<file path="config.mk">
export PLATFORM = sky130hd
export DESIGN_NAME = decod_scan_seq
export DESIGN_NICKNAME = d
export VERILOG_FILES = /design/src/rtl/decod_scan_seq.sv
export SDC_FILE = /design/constraint.sdc
export NUM_CORES = 1
export LEC_CHECK = 0
export BUFFER_PORTS_ARGS = -buffer_cell sky130_fd_sc_hd__buf_2
export CAP_MARGIN = 15
export CELL_PAD_IN_SITES_DETAIL_PLACEMENT = 1
export CELL_PAD_IN_SITES_GLOBAL_PLACEMENT = 2
export CORE_ASPECT_RATIO = 0.75
export CORE_MARGIN = 10
export CORE_UTILIZATION = 35
export DETAILED_ROUTE_END_ITERATION = 12
export PLACE_DENSITY = 0.79
export SYNTH_ARGS = -nofsm -noshare
export SYNTH_HDL_FRONTEND = slang
export SYNTH_SLANG_ARGS = --single-unit
export TNS_END_PERCENT = 30
</file>
<file path="constraint.sdc">
create_clock -name clk -period 2.5 [get_ports clk]
set_clock_uncertainty 0.15 [all_clocks]
set_input_delay 0.25 -clock clk [delete_from_list [all_inputs] [get_ports clk]]
set_output_delay 0.25 -clock clk [all_outputs]
set_load 0.05 [all_outputs]
</file>
<file path="src/rtl/decod_scan_seq.sv">
// Registered SEL_W-to-2^SEL_W one-hot decoder with direct and scan modes.
// Optional skip mask for the scan walk: define DEC_SKIP_MASK_EN.
module decod_scan_seq #(
  parameter int SEL_W = 3,
  parameter int DWELL = 4
) (
  input  logic                    clk,
  input  logic                    rst_n,
  input  logic                    en,
  input  logic                    mode,
  input  logic [SEL_W-1:0]        sel,
`ifdef DEC_SKIP_MASK_EN
  input  logic [(1<<SEL_W)-1:0]   skip_mask,
`endif
  output logic [(1<<SEL_W)-1:0]   out,
  output logic [SEL_W-1:0]        idx,
  output logic                    wrap
);
  localparam int OUT_W = 1 << SEL_W;
  localparam logic [7:0] LAST = 8'(DWELL - 1);

  typedef enum logic [1:0] {IDLE, DIRECT, SCAN} state_t;

  state_t           state;
  logic [7:0]       dwell_cnt;
  logic             paused;   // scan was interrupted by en=0; resume at held idx
  logic [SEL_W-1:0] nxt;
  logic             nxt_ok;
  logic             step;

  function automatic logic [OUT_W-1:0] onehot(input logic [SEL_W-1:0] i);
    onehot = '0;
    onehot[i] = 1'b1;
  endfunction

`ifdef DEC_SKIP_MASK_EN
  // Descending search so the nearest unmasked index after idx wins; k=OUT_W is idx itself.
  always_comb begin
    logic [SEL_W-1:0] cand;
    nxt    = idx;
    nxt_ok = 1'b0;
    for (int k = OUT_W; k >= 1; k--) begin
      cand = idx + SEL_W'(k);
      if (!skip_mask[cand]) begin
        nxt    = cand;
        nxt_ok = 1'b1;
      end
    end
  end
  assign step = (dwell_cnt == LAST) || skip_mask[idx] || (out == '0);
`else
  assign nxt    = idx + 1'b1;
  assign nxt_ok = 1'b1;
  assign step   = (dwell_cnt == LAST);
`endif

  always_ff @(posedge clk or negedge rst_n) begin
    if (!rst_n) begin
      state     <= IDLE;
      out       <= '0;
      idx       <= '0;
      wrap      <= 1'b0;
      dwell_cnt <= '0;
      paused    <= 1'b0;
    end else begin
      wrap <= 1'b0;
      if (!en) begin
        state     <= IDLE;
        out       <= '0;
        dwell_cnt <= '0;
        if (state == SCAN) paused <= 1'b1;
      end else if (!mode) begin
        state     <= DIRECT;
        out       <= onehot(sel);
        idx       <= sel;
        dwell_cnt <= '0;
        paused    <= 1'b0;
      end else begin
        state <= SCAN;
        if (state == DIRECT || (state == IDLE && !paused)) begin
          idx       <= sel;
          out       <= onehot(sel);
          dwell_cnt <= '0;
        end else if (state == IDLE) begin
          out       <= onehot(idx);
          dwell_cnt <= '0;
        end else if (step) begin
          dwell_cnt <= '0;
          if (nxt_ok) begin
            idx  <= nxt;
            out  <= onehot(nxt);
            wrap <= (nxt < idx);
          end else begin
            out <= '0;
          end
        end else begin
          dwell_cnt <= dwell_cnt + 8'd1;
        end
      end
    end
  end
endmodule
</file>
# Yosys cells after proc, flatten, opt, wreduce, memory -nomap -nowiden
# Cells that the tools add are included.
[word_totals]
regBits = 23
output_inout_bits = 12
wordCells = 62
[op_classes]
addsub = 2
n_lt_le_gt_ge = 7
eq_ne = 7
mux = 30
n_reduce_logical = 10
[op_table]
columns = ["operator", "n"]
rows = [
  ["$mux W8", 10],
  ["$lt A3 B4 Y1 const B", 3],
  ["$mux W3", 4],
  ["$mux W1", 11],
  ["$demux W1 S3", 3],
  ["$ge A3 B1 Y1 const B", 3],
  ["$add A8 B1 Y8 const B", 1],
  ["$eq A8 B2 Y1 const B", 1],
  ["$ne A5 B2 Y1 const B", 1],
  ["$logic_and A1 B1 Y1", 4],
  ["$mux W2", 2],
  ["$add A3 B1 Y3 const B", 1],
  ["$lt A3 B3 Y1", 1],
  ["$ne A3 B1 Y1 const B", 1],
  ["$ne A3 B2 Y1 const B", 1],
  ["$reduce_and A3 Y1", 1],
  ["$eq A2 B1 Y1 const B", 1],
  ["$eq A2 B2 Y1 const B", 1],
  ["$logic_not A2 Y1", 1],
  ["$ne A2 B2 Y1 const B", 1],
  ["$reduce_and A2 Y1", 1],
  ["$reduce_bool A2 Y1", 1],
  ["$logic_not A1 Y1", 1],
  ["$logic_or A1 B1 Y1", 1],
]

# Logic depth before layout (Yosys ltp)
# Gate-level depths: netlist (run 1).
[depth]
depth_word = 10
mapped_depth = 7
ltp_nobuf = 6

# Worst setup path after synthesis (run 1)
# OpenSTA, ideal clock, no wires.
[synth_path]
path_kind = "flip-flop to flip-flop"
start = "reg idx[1]"
end = "reg out[0]"
setup_time_ns = 0.126
arrival_ns = 1.984
required_time_ns = 2.224
setup_slack_ns = 0.240
stages_incl_launch_ff = 7
period_less_slack_ns = 2.260
cell_sequence = "dfrtp_1 > inv_1 > ha_1 > clkbuf_1 > a32o_1 > o2bb2ai_1 > a221o_1"
[synth_via]
elab_chain_cells = 10
elab_cells_between_ends = 16
[synth_lines]
columns = ["element", "line_no", "source"]
rows = [
  ["start, declared", "16", "output logic [SEL_W-1:0] idx,"],
  ["start signal, assigned", "75", "idx <= sel;"],
  ["start signal, assigned", "81", "idx <= sel;"],
  ["start signal, assigned", "90", "idx <= nxt;"],
  ["$add A3 B1 Y3", "52", "assign nxt = idx + 1'b1;"],
  ["$lt A3 B4 Y1 (not written as such) / $ge A3 B1 Y1 (equally long branches)", "33", "onehot[i] = 1'b1;"],
  ["$logic_and A1 B1 Y1 (not written as such)", "33", ""],
  ["$mux W1 (not written as such)", "33", ""],
  ["$demux W1 S3", "33", ""],
  ["$mux W8", "87", "end else if (step) begin"],
  ["$mux W8 (*)", "84", "end else if (state == IDLE) begin"],
  ["$mux W8 (*)", "80", "if (state == DIRECT || (state == IDLE && !paused)) begin"],
  ["$mux W8 (*)", "72", "end else if (!mode) begin"],
  ["$mux W8 (*)", "67", "if (!en) begin"],
  ["end signal, assigned", "74", "out <= onehot(sel);"],
  ["end signal, assigned", "82", "out <= onehot(sel);"],
  ["end signal, assigned", "85", "out <= onehot(idx);"],
  ["end, declared", "15", "output logic [(1<<SEL_W)-1:0] out,"],
]
# Mark *: on every way between the ends. The rest lies on a longest branch, timed or not. The select of a mux whose other input is x is not followed.
# A chain may end at the register's enable or synchronous reset.

# Worst setup path in the final report (run 1)
[layout_path]
start = "reg idx[1]"
end = "reg out[1]"
# Same word-level chain as after synthesis.

==> results by group, run 1 <==
Clock tree
  – Max clock buf depth: 2
  – TritonCTS Sinks: 23
  – H-tree depth: 1
  – CTS buffer count: 3
  – Total setup buffers inserted after CTS: 0
  – Clock-pin slew on the worst setup and hold paths: 0.09 ns
  – Clk root buf: clkbuf_8
  – Clock Latency Late Sink: 0.27 ns
  – CTS tree: built

Synthesis
  – Post-synth net total: 161
  – Top post-synthesis cells by area: dfrtp_1, a22oi_1, xor2_1
  – Syn Std Cell Area: 0.001389 mm²
  – Syn Area/Cell: 9.198 µm²
  – Post-synthesis async set-or-reset flop share: 100.0%
  – Synthesized flop and latch total: 23
  – Ys Warns: 0
  – Synth cell types: 48
  – Synth top area share: 41.44%
  – Top cells by count, synth: dfrtp_1, nand2_1, nor2_1
  – EDFF count, synth: 0
  – Area leader, netlist: dfrtp_1
  – Top_reg_cell synth: dfrtp_1
  – Top-count cell post-synth: dfrtp_1
  – Sequential share of the synthesized area: 41.44%
  – Mapped Cells: 151

Routing
  – Overall routed net length: 3.995 mm
  – Wire length per cell: 18.33 µm
  – Antenna Nets Post-Route: 0
  – Vias: 1,220
  – DRC: 0
  – Avg Vias per Cell: 5.596
  – First drt pass iteration count: 4
  – Drt first-iter violations: 65

Final layout
  – Antenna diodes: 0
  – Final #Nets: 177
  – Multi-input gate area: 750.7 µm²
  – Reg area: 575.6 µm²
  – Area grow syn2layout: 12.88%
  – Layout cells sized above 1: 17.47%
  – Fillers: 469
  – Non-Filler Instances: 218

Power and ir drop
  – P per Cell Area: 635.9 mW/mm²
  – VDD IR max: 235.9 µV
  – Pleak: 0.6817 nW

STA
  – Unrepaired setup endpoints after global routing: false
  – Peak Freq: 0.4699 GHz
  – Final period util: 85.12%
  – # setup viols final: 0
  – Setup TNS Final: 0 ns
  – Worst-margin pin slew: 0.6557 ns
  – Slew Limit Fails: 0
  – Final hold violations: 0
  – Slew margin rel.: 56.00%
  – Fin crit period: 2.128 ns

Min path
  – Min-Delay Startpoint: mode
  – Worst Hold Class: in -> reg
  – Worst hold stages: 2

Die
  – Die H: 74.56 µm
  – Die footprint: 0.006914 mm²
  – Die X: 92.74 µm
  – I/O Pins: 19
  – Site Rows: 19
  – CORE AREA: 0.003732 mm²
  – Initial Util: 37.21%

Setup path
  – Critical path depth: 6
  – Critical path's top delay family: compound AO/OA/AOI/OAI gates
  – Critical Path Source: idx[1]
  – Critical path launch point type: flop
  – Crit path DAT: 2.17 ns
  – RR Startpoint: idx[1]
  – Crit. End Element: flop
  – CP max FO: 8
  – Most numerous cell on the critical path: inv_1
  – Worst r2r path cells: 6
  – Critical path class: reg -> reg
  – CP Buf/Inv Count: 2
  – CP max stage delay: 0.49 ns
  – CP Cell Sequence: inv_1 > ha_1 > inv_1 > o31ai_1 > a2bb2oi_1 > o221ai_1
  – Required @ worst endpoint: 2.54 ns
  – Slowest CP cell: dfrtp_1

Placed design
  – RePlAce Congestion: 0.8933
  – PortBufs: 18
  – Placed cell count: 213
  – DP HPWL: 3.121 mm

Global route
  – Total track usage: 12.09%
  – Largest net degree at the start of global routing: 24
  – Remaining Overflow, GRT: 0
  – First-pass GRT wire length: 6.755 mm
  – Vias in the first global route: 1,313
  – Initial antenna violation count: 0

Flow run
  – MaxCap Viol Count: 0

Outcome
  – Status: finished, final reports clean
==> sequential cells by signal, summed over array words and instances, names as in the netlist <==
signal and count:
dwell_cnt 8, out 8, idx 3, state 2, paused 1, wrap 1
==> report_power, final <==
group          leakage, nW  internal, mW  switching (mW)
Combinational        0.348         0.106           0.218
Clock               0.0255         0.112           0.129
Sequential           0.308         0.392          0.0400
Total                0.682         0.610           0.387
==> kinds of logic (layout without fill, tap and decap cells) <==
group	after synthesis	after routing	share of synthesized area, %
buffers and inverters	16	31	4.504
adder cells (fa/ha/maj)	3	3	2.703
AND/OR/NAND/NOR	58	58	23.42
XOR/XNOR	7	7	4.415
AO/OA/AOI/OAI	44	44	23.51
flip-flops	23	23	41.44
==> layout by cell type (no fill, tap or decap), types with 2 or more instances in the layout <==
master     synthesis  final
nor2_1            13     13
nor2b_1            3      3
o21ai_1            3      3
a22oi_1            8      8
and2_1             2      2
nand2_1           13     13
o31ai_1            2      2
and3_1             2      2
buf_2              1     18
xor2_1             6      6
nand3_1            8      8
o21ai_0            5      5
dfrtp_1           23     23
a32oi_1            2      2
clkbuf_8           0      3
o221ai_1           2      2
ha_1               3      3
nor3_1             3      3
a2bb2oi_1          2      2
a21oi_1            4      4
inv_1              8      8
o22a_1             3      3
o211ai_1           2      2
nor3b_1            3      3
==> stage by stage <==
stage               hold WS, ns  worst slack, ns  util (%)  power, mW  area [µm²]
finish                  0.08982           0.3721     42.00     0.9969        1568
global route            0.09307           0.1965     42.00      1.059        1568
CTS                     0.08315           0.3702     42.00      1.006        1568
detailed placement       0.1238           0.3987     40.50     0.7605        1511
global placement         0.1138           0.4485     40.50     0.7527        1511
floorplan               -0.1956           0.2403         -     0.6696        1389
==> path summary, 6_finish.rpt <==
check	endpoint	slack, ns
setup / recovery	out[1]	0.37
hold / removal	state[0]	0.09
setup reg to reg	out[1]	0.37
hold reg to reg	out[5]	0.36
max in group asynchronous	out[3]	1.48
min in group asynchronous	paused	0.35
==> repair_timing <==
| item | in CTS | in global routing |
|---|---|---|
| endpoints found under the setup margin | 0 | 0 |
| hold buffers | 1 | 0 |
| endpoints found under the hold margin | 23 | 0 |
| resized for setup | 0 | 0 |
==> routing by layer <==
metal | routed length [µm] | global-route usage [%] | up-vias
met5 | 0 | 0 | -
met4 | 19 | 1.877 | 0
met3 | 267 | 4.121 | 3
met2 | 1682 | 18.13 | 30
met1 | 2025 | 16.72 | 604
li1 | - | - | 583
==> cell type report <==
class	instances	share of cell area, %
multi-input combinational	112	47.89
sequential	23	36.71
timing repair buffer	19	6.385
tap	52	4.150
clock buffer	3	2.634
inverter	8	1.915
clock inverter	1	0.3192
(Power assumes the default switching activity.)
==> run 2, diff against run 1 <==
RECOVER_POWER = 25   (was default)
==> results by group, run 2 (synthesis results as in run 1) <==
STA
  – Slew margin rel.: 11.74%
  – Slew Limit Fails: 0
  – Fin crit period: 2.127 ns
  – # setup viols final: 0
  – Final period util: 85.08%
  – Setup TNS Final: 0 ns
  – Peak Freq: 0.4701 GHz
  – Setup WS post-layout: 0.3730 ns
  – Final hold violations: 0
  – Worst-margin pin slew: 1.324 ns
  – Unrepaired setup endpoints after global routing: false

Global route
  – Remaining Overflow, GRT: 0
  – Largest net degree at the start of global routing: 24
  – Vias in the first global route: 1,313
  – First-pass GRT wire length: 6.755 mm
  – Initial antenna violation count: 0
  – Total track usage: 12.09%

Clock tree
  – Max clock buf depth: 2
  – Post-CTS Resized: 0
  – CTS tree: built
  – Clock Latency Late Sink: 0.27 ns
  – CTS buffer count: 3
  – TritonCTS Sinks: 23
  – Total setup buffers inserted after CTS: 0
  – H-tree depth: 1
  – Clock-pin slew on the worst setup and hold paths: 0.09 ns
  – Clk root buf: clkbuf_8
  – Cts-stage hold buffer count: 1

Final layout
  – Commonest non-fill, non-tap cell in the layout: dfrtp_1
  – Largest regs: dwell_cnt x8, out x8, idx x3
  – Antenna diodes: 0
  – Layout cells sized above 1: 16.27%
  – Final #Nets: 177
  – Commonest non-fill, non-tap cells in the layout: dfrtp_1, buf_2, nor2_1, nand2_1
  – Area grow syn2layout: 12.70%
  – Fillers: 471

Placed design
  – Setup WS pre-CTS: 0.3987 ns
  – RePlAce Congestion: 0.8933
  – DP HPWL: 3.121 mm
  – PortBufs: 18

Routing
  – Vias: 1,220
  – WL met2: 1.679 mm
  – Routed metal-1 wire length: 2.020 mm
  – Avg Vias per Cell: 5.596
  – DRC: 0
  – First drt pass iteration count: 4
  – Top sig layer: met4
  – Routed wl met3: 266 µm
  – Wire length per cell: 18.28 µm
  – Overall routed net length: 3.986 mm
  – Antenna Nets Post-Route: 0
  – Drt first-iter violations: 65

Power and ir drop
  – Combinational share of power: 32.5%
  – Sw frac: 38.82%
  – Internal: 0.6095 mW
  – P per Cell Area: 636.5 mW/mm²
  – VDD IR max: 235.9 µV
  – Pleak: 0.6761 nW
  – Sequential share of power: 43.4%
  – Net switching power: 0.3868 mW
  – Clock share of power: 24.2%

Setup path
  – Required @ worst endpoint: 2.54 ns
  – CP max FO: 8
  – Crit path DAT: 2.17 ns
  – Critical path launch point type: flop
  – Critical path class: reg -> reg
  – Crit. End Element: flop

Die
  – Die X: 92.74 µm
  – CORE AREA: 0.003732 mm²
  – Die footprint: 0.006914 mm²
  – I/O Pins: 19
  – Initial Util: 37.21%
  – Site Rows: 19
  – Die H: 74.56 µm

Outcome
  – Status: finished, final reports clean

Min path
  – Worst Hold Class: in -> reg

Flow run
  – MaxCap Viol Count: 0
## run 2: cell count changes in the layout (fill, tap and decap cells not counted), sizes merged
cell and change:
buf -2, clkbuf +2
## run 2: per-layer routing
metal,GRT usage (%),vias to the layer above
li1,-,583
met1,16.72,604
met2,18.13,30
met3,4.121,3
met4,1.877,0
met5,0,-
## run 2: area by class of cell
type,instances,area [µm²],share of cell area (%)
multi-input combinational,112,750.7,47.96
inverter,8,30.03,1.918
timing repair buffer,19,97.59,6.235
sequential,23,575.6,36.77
tap,52,65.06,4.157
clock inverter,1,5.005,0.3197
clock buffer,3,41.29,2.638
## run 2: worst max-delay path, stage by stage, from the launching register on
cell and delay, ns:
dfrtp_1 0.49, inv_1 0.12, ha_1 0.44, inv_1 0.14, o31ai_1 0.37, a2bb2oi_1 0.16, o221ai_1 0.18
## run 2: stage by stage
stage / area (µm²) / hold WS (ns) / std cells / utilization (%) / power [mW]
6_report: 1565 / 0.09234 / 218 / 41.94 / 0.9963
3_3_place_gp: 1511 / 0.1138 / 213 / 40.50 / 0.7527
5_1_grt: 1565 / 0.09419 / 218 / 41.94 / 1.059
3_5_place_dp: 1511 / 0.1238 / 213 / 40.50 / 0.7605
4_1_cts: 1568 / 0.08315 / 218 / 42.00 / 1.006
2_1_floorplan: 1389 / -0.1956 / 151 / - / 0.6696
## run 2: power groups by stage
stage | sequential [mW] | clock [mW] | combinational [mW]
finish | 0.432 | 0.241 | 0.323
global route | 0.438 | 0.265 | 0.356
CTS | 0.432 | 0.250 | 0.323
detailed placement | 0.440 | 0 | 0.321
global placement | 0.437 | 0 | 0.316
floorplan | 0.475 | 0 | 0.195
## run 2: final timing paths
kind	from	endpoint	slack [ns]	cells after the start
setup / recovery	idx[1]	out[1]	0.37	6
hold reg to reg	out[5]	out[5]	0.36	2
hold / removal	mode	state[0]	0.09	2
max in group asynchronous	rst_n	out[3]	0.77	2
setup reg to reg	idx[1]	out[1]	0.37	6
min in group asynchronous	rst_n	state[0]	0.65	2
